<file path="src/rtl/fp_int_mac_pkg.sv">
// Shared types and FP16 field constants for the bit-serial MAC operand path.
package fp_int_mac_pkg;

  typedef enum logic [2:0] {
    ST_IDLE,
    ST_LOAD,
    ST_SET,
    ST_ISSUE,
    ST_GAP,
    ST_DRAIN
  } state_e;

  localparam int EXP_LSB  = 10;
  localparam int EXP_MSB  = 14;
  localparam int PREC_MIN = 2;

endpackage

</file>
<file path="src/rtl/fp16_exp_min_tracker.sv">
// Running minimum of FP16 exponents over a group; zero/subnormal exponents are skipped.
module fp16_exp_min_tracker #(
  parameter int EXP_WIDTH = 5
) (
  input  logic                 clk,
  input  logic                 rst,
  input  logic                 init,
  input  logic                 update,
  input  logic [EXP_WIDTH-1:0] exp_in,
  output logic [EXP_WIDTH-1:0] value
);

  // A value of 0 doubles as "nothing included yet", since included exponents are >= 1.
  always_ff @(posedge clk) begin
    if (rst) begin
      value <= '0;
    end else if (init) begin
      value <= exp_in;
    end else if (update && (exp_in != '0) && ((value == '0) || (exp_in < value))) begin
      value <= exp_in;
    end
  end

endmodule

</file>
<file path="src/rtl/fp_int_mac_operand_sequencer.sv">
// Buffers a group of FP16 activations + weights, then replays them to the bit-serial MAC.
module fp_int_mac_operand_sequencer
  import fp_int_mac_pkg::*;
#(
  parameter int GROUP     = 8,
  parameter int ACT_WIDTH = 16,
  parameter int W_MAX     = 8,
  parameter int EXP_WIDTH = 5
) (
  input  logic                 clk,
  input  logic                 rst,
  input  logic                 in_valid,
  output logic                 in_ready,
  input  logic [ACT_WIDTH-1:0] in_act,
  input  logic [W_MAX-1:0]     in_w,
  input  logic [3:0]           precision,
  output logic                 mac_set,
  output logic [EXP_WIDTH-1:0] mac_exp_min,
  output logic [ACT_WIDTH-1:0] mac_act,
  output logic                 mac_valid,
  output logic                 mac_w,
  output logic [3:0]           mac_precision,
  input  logic                 mac_done,
  output logic                 group_done,
  output logic                 busy
);

  localparam int IDX_W = (GROUP > 1) ? $clog2(GROUP) : 1;
  localparam logic [IDX_W-1:0] IDX_LAST = IDX_W'(GROUP - 1);

  typedef struct packed {
    logic [ACT_WIDTH-1:0] act;
    logic [W_MAX-1:0]     w;
  } entry_t;

  function automatic logic [3:0] clamp_precision(input logic [3:0] p);
    if (p < 4'(PREC_MIN)) return 4'(PREC_MIN);
    if (p > 4'(W_MAX))    return 4'(W_MAX);
    return p;
  endfunction

  state_e           state, state_nxt;
  logic [IDX_W-1:0] idx, idx_nxt, wr_idx;
  logic [3:0]       bitc, bit_nxt;
  entry_t           op_buf [GROUP];
  entry_t           sel;
  logic [W_MAX-1:0] w_shift;
  logic             accept;

  logic                 mac_set_d, mac_valid_d, mac_w_d, group_done_d;
  logic [ACT_WIDTH-1:0] mac_act_d;
  logic [3:0]           precision_d;

  assign in_ready = ((state == ST_IDLE) || (state == ST_LOAD)) && !group_done;
  assign busy     = (state != ST_IDLE);
  assign accept   = in_valid && in_ready;
  assign wr_idx   = (state == ST_IDLE) ? '0 : idx;

  fp16_exp_min_tracker #(.EXP_WIDTH(EXP_WIDTH)) u_exp_min (
    .clk    (clk),
    .rst    (rst),
    .init   (accept && (state == ST_IDLE)),
    .update (accept && (state == ST_LOAD)),
    .exp_in (in_act[EXP_MSB:EXP_LSB]),
    .value  (mac_exp_min)
  );

  always_ff @(posedge clk) begin
    if (rst) begin
      state <= ST_IDLE;
      idx   <= '0;
      bitc  <= '0;
    end else begin
      state <= state_nxt;
      idx   <= idx_nxt;
      bitc  <= bit_nxt;
    end
  end

  always_comb begin
    state_nxt = state;
    idx_nxt   = idx;
    bit_nxt   = bitc;
    case (state)
      ST_IDLE: if (accept) begin
        state_nxt = ST_LOAD;
        idx_nxt   = IDX_W'(1);
      end
      ST_LOAD: if (accept) begin
        if (idx == IDX_LAST) begin
          state_nxt = ST_SET;
          idx_nxt   = '0;
        end else begin
          idx_nxt = idx + IDX_W'(1);
        end
      end
      ST_SET: begin
        state_nxt = ST_ISSUE;
        idx_nxt   = '0;
        bit_nxt   = '0;
      end
      ST_ISSUE: begin
        if (bitc == mac_precision - 4'd1) begin
          state_nxt = (idx == IDX_LAST) ? ST_DRAIN : ST_GAP;
        end else begin
          bit_nxt = bitc + 4'd1;
        end
      end
      ST_GAP: begin
        state_nxt = ST_ISSUE;
        idx_nxt   = idx + IDX_W'(1);
        bit_nxt   = '0;
      end
      ST_DRAIN: if (mac_done) state_nxt = ST_IDLE;
      default: state_nxt = ST_IDLE;
    endcase
  end

  // Outputs are computed from the upcoming state and counters, then registered.
  always_comb begin
    sel          = op_buf[idx_nxt];
    w_shift      = sel.w >> (mac_precision - 4'd1 - bit_nxt);
    mac_set_d    = (state_nxt == ST_SET);
    mac_valid_d  = (state_nxt == ST_ISSUE);
    mac_w_d      = mac_valid_d && w_shift[0];
    mac_act_d    = mac_valid_d ? sel.act : mac_act;
    group_done_d = (state == ST_DRAIN) && mac_done;
    precision_d  = (accept && (state == ST_IDLE)) ? clamp_precision(precision) : mac_precision;
  end

  always_ff @(posedge clk) begin
    if (rst) begin
      mac_set       <= 1'b0;
      mac_valid     <= 1'b0;
      mac_w         <= 1'b0;
      mac_act       <= '0;
      group_done    <= 1'b0;
      mac_precision <= 4'(PREC_MIN);
    end else begin
      mac_set       <= mac_set_d;
      mac_valid     <= mac_valid_d;
      mac_w         <= mac_w_d;
      mac_act       <= mac_act_d;
      group_done    <= group_done_d;
      mac_precision <= precision_d;
    end
  end

  always_ff @(posedge clk) begin
    if (accept) op_buf[wr_idx] <= '{act: in_act, w: in_w};
  end

endmodule

</file>
<file path="config.mk">
export PLATFORM = sky130hd
export DESIGN_NAME = fp_int_mac_operand_sequencer
export DESIGN_NICKNAME = d
export VERILOG_FILES = /design/src/rtl/fp_int_mac_pkg.sv /design/src/rtl/fp16_exp_min_tracker.sv /design/src/rtl/fp_int_mac_operand_sequencer.sv
export SDC_FILE = /design/constraint.sdc
export NUM_CORES = 1
export LEC_CHECK = 0
export CAP_MARGIN = 10
export CORE_AREA = 3 3 149 151
export CTS_BUF_LIST = sky130_fd_sc_hd__clkbuf_2 sky130_fd_sc_hd__clkbuf_4 sky130_fd_sc_hd__clkbuf_8
export CTS_CLUSTER_SIZE = 12
export DETAILED_ROUTE_END_ITERATION = 7
export DIE_AREA = 0 0 152 154
export GPL_TIMING_DRIVEN = 0
export PLACE_DENSITY = 0.67
export SYNTH_ARGS = -nofsm -noshare
export SYNTH_HDL_FRONTEND = slang
export SYNTH_SLANG_ARGS = --single-unit
</file>
<file path="constraint.sdc">
create_clock -name clk -period 4.4 [get_ports clk]
set_input_delay 0.88 -clock clk [delete_from_list [all_inputs] [get_ports clk]]
set_output_delay 0.88 -clock clk [all_outputs]
set_load 0.02 [all_outputs]
</file>
==> metrics.csv <==
stage,metric,value,unit
timing,whs,0.5149,ns
timing,tns,0,ns
power,p_sw_share,22.97,%
setup_path,critPathRequiredTime,4.79,ns
global_route,overflow,0,
die,rows,53,
cts,clock_latency,0.54,ns
cts,cts_setup_buffers,0,
synthesis,ys_seq_area_share,66.28,%
placement,place_ws,0.6505,ns
cts,h-tree-depth,2,
die,ioPinCount,63,
hold_path,hp-start,u_exp_min.value[0],
synthesis,yosys_warnings,0,
synthesis,synth_seq_cells,231,
power,irDropWorstVdd,0.0002051,V
hold_path,min_path_cells,2,
synthesis,synthArstFlopShare,0,%
detailed_routing,wl_met1,10170,um
run,maxCapViolations,0,
finish,area.growth.synth_to_final,19.43,%
synthesis,synth_top_area_share,58.37,%
setup_path,end_kind,flop,
detailed_routing,wl_met2,10750,um
die,start_util,47.13,%
placement,dpl_cell_area,11060,sq um
detailed_routing,drtAntennaViolNets,0,
setup_path,reg2reg_to,mac_w,
timing,worstMarginPinSlew,0.9866,ns
status,status,"finished, final reports clean",
setup_path,crit_fanout,6,
detailed_routing,dr.pass1.iters,5,
placement,gp_congestion,0.9269,
die,dieHeight,154,um
global_route,antenna_found_initial,0,
synthesis,yosys-top-cells-area,"edfxtp_1 58%, dfxtp_1 7.9%, mux2i_1 7.1%",
placement,dpl.cell_count,1006,
detailed_routing,drc,0,
timing,maxSlewHeadroom,34.07,%
cts,hold_buffers,0,
synthesis,synth.distinct_cells,60,
synthesis,synthesis.area,9877,sq um
die,fp.dieW,152,um
finish,fin_cells,1074,
setup_path,reg2reg_from,mac_precision[0],
power,p_total,4.594,mW
placement,detailed_place_hpwl,14850,um
cts,cts-buffers-inserted,37,
finish,drive_gt1_share,19.65,%
setup_path,worstSetupPathType,reg2reg,
setup_path,reg2reg_depth,15,
power,p_int,3.539,mW
hold_path,hold_path_class,reg2reg,
detailed_routing,wl_met3,1316,um
power,power_density,389.5,nW/um^2
timing,rsz0062_at_grt,no,
detailed_routing,viasPerCell,5.594,
timing,finalHoldViolCount,0,
timing,clock.fmax,276.8,MHz
timing,finalSetupViolations,0,
power,p_leak,4.092,nW
global_route,grt_pass1_wl,35340,um
cts,clock-sinks,231,
synthesis,synth_cells,656,
synthesis,synth_edf_count,192,
setup_path,cp-start-kind,flop,
global_route,track_usage,19.25,%
cts,path_clk_slew,0.06,ns
power,seqPwrFrac,52.4,%
detailed_routing,post_drt_wl_per_cell,21.25,um
hold_path,min_to,u_exp_min.value[0],
synthesis,syn-num-nets,700,
cts,clockRootBuffer,clkbuf_8,
placement,io_buffers,62,
finish,nets,814,
global_route,grt_max_degree,25,
global_route,grt_pass1_vias,6308,
setup_path,arrival,4.01,ns
timing,period_share,82.11,%
cts,clockBufferDepth,3,
detailed_routing,first_iter_violations,444,
power,clock_power_share,39.1,%
timing,report.final.slew_viol_count,0,
power,power_frac_comb,8.4,%
finish,design_area,11800,sq um
timing,finalClockSkew,0.03223,ns
finish,diodes,0,
setup_path,r2r_slack,0.79,ns
die,fp.coreArea,20960,sq um
cts,ctsResizeCount,0,
die,die_area,23410,sq um
synthesis,ys.flop_type,edfxtp_1,
finish,final_util,56.29,%
detailed_routing,vias,6008,
setup_path,worstSetupStartpoint,mac_precision[0],
finish,fillCellCount,1712,
detailed_routing,finalWirelength,22830,um
synthesis,synth_area_per_cell,15.06,sq um
power,p_switching,1.055,mW
timing,fin_ws,0.7870,ns
detailed_routing,routed.top_layer,met4,
synthesis,synth_top_area_cell,edfxtp_1,
cts,tritoncts,yes,
timing,finalWorstPathRequiredPeriod,3.613,ns
==> final cells by class <==
cell class              count  area, sq um  area share [%]
multi-input cells         377         3108           26.35
flip-flops and latches    231         6546           55.49
plain buffers              36        231.5           1.962
inverters                  12        45.04          0.3818
clock inverters            16        85.08          0.7213
clock buffers              52        653.1           5.537
well taps                 275        344.1           2.917
repair buffers             75        783.3           6.640
==> state kept, by name, indices dropped and copies added (netlist names) <==
register and flops:
op_buf 192, mac_act 16, u_exp_min.value 5, bitc 4
mac_precision 4, idx 3, state 3, group_done 1
mac_set 1, mac_valid 1, mac_w 1
==> logic make-up (layout without fill, tap and decap cells) <==
family	count (synthesis)	in the layout	synth area share, %
adders and majority gates	12	12	1.596
muxes	112	112	11.88
xor gates and xnor gates	10	10	1.026
AOI/OAI and AO/OA	99	99	9.260
and+or+nand+nor	144	144	7.157
DFF	231	231	66.28
buffers and inverters	48	191	2.800
==> Yosys cell counts, types with 2 or more instances <==
| cell | number |
|---|---|
| o221ai_1 | 2 |
| dfxtp_1 | 39 |
| buf_1 | 2 |
| buf_2 | 10 |
| nor3_1 | 9 |
| clkbuf_1 | 12 |
| a41oi_1 | 2 |
| a21oi_1 | 9 |
| o211ai_1 | 17 |
| ha_1 | 11 |
| a311oi_2 | 17 |
| buf_4 | 5 |
| o2111ai_1 | 2 |
| mux2_1 | 12 |
| inv_1 | 12 |
| mux2_2 | 30 |
| or3_1 | 2 |
| nand2b_1 | 23 |
| nor3b_1 | 2 |
| a221o_1 | 2 |
| o21ai_1 | 2 |
| or4_1 | 2 |
| edfxtp_1 | 192 |
| buf_6 | 5 |
| o22ai_1 | 5 |
| nor2_1 | 54 |
| nand4_1 | 2 |
| a211o_1 | 19 |
| xor2_1 | 2 |
| nor2b_1 | 11 |
| o21ai_0 | 4 |
| a21o_1 | 5 |
| mux2i_1 | 70 |
| nand3_1 | 3 |
| nand2_1 | 26 |
| and3_1 | 2 |
| o22a_1 | 3 |
| xnor2_1 | 7 |
==> cells in the final DEF (no fill, tap or decap), types with 5 or more instances in the layout <==
cell,count
nor2_1,51
a311oi_2,17
o211ai_1,17
clkdlybuf4s50_1,62
clkbuf_8,42
nor3_1,5
xnor2_1,7
clkbuf_1,12
mux2_1,12
mux2_2,30
a21o_1,5
nand2_1,26
dfxtp_1,39
clkinv_1,7
ha_1,11
buf_4,5
clkinv_2,7
nand2b_1,23
a211o_1,19
buf_2,10
mux2i_1,70
a21oi_1,8
clkbuf_4,10
edfxtp_1,192
inv_1,12
buf_6,17
o22ai_1,5
nor2b_1,11
==> critical path: stages (launching register included) <==
cell	delay [ns]
dfxtp_1	0.47
inv_1	0.08
ha_1	0.37
xnor2_1	0.15
nor2_1	0.18
nand3_1	0.16
nand3_1	0.24
nor2_1	0.08
a31oi_1	0.27
inv_1	0.11
fa_1	0.55
nor2b_1	0.23
o21ai_0	0.12
a211o_1	0.26
o2111ai_1	0.10
a21oi_1	0.11
==> power by group through the flow <==
stage	registers, mW	clock network (mW)	logic (mW)
6_report	2.41	1.80	0.388
5_1_grt	2.41	1.94	0.417
4_1_cts	2.41	1.84	0.389
3_5_place_dp	2.45	0	0.387
3_3_place_gp	2.45	0	0.366
2_1_floorplan	2.46	0	0.235
==> worst max-delay path by stage <==
stage	slack, ns	to	cells after the start
final	0.79	mac_w	15
after global routing	0.52	mac_w	14
after CTS	0.83	mac_w	15
after detailed placement	0.65	u_exp_min.value[2]	9
after global placement	-1.48	op_buf[2][13]	4
after floorplan	0.95	op_buf[2][0]	3
==> layer usage <==
layer  track usage [%]  up-vias
met1             25.80     3006
li1                  -     2754
met3             4.194       50
met4             6.678        0
met2             31.33      198
met5                 0        -
Power figures use the tool's default switching activity.
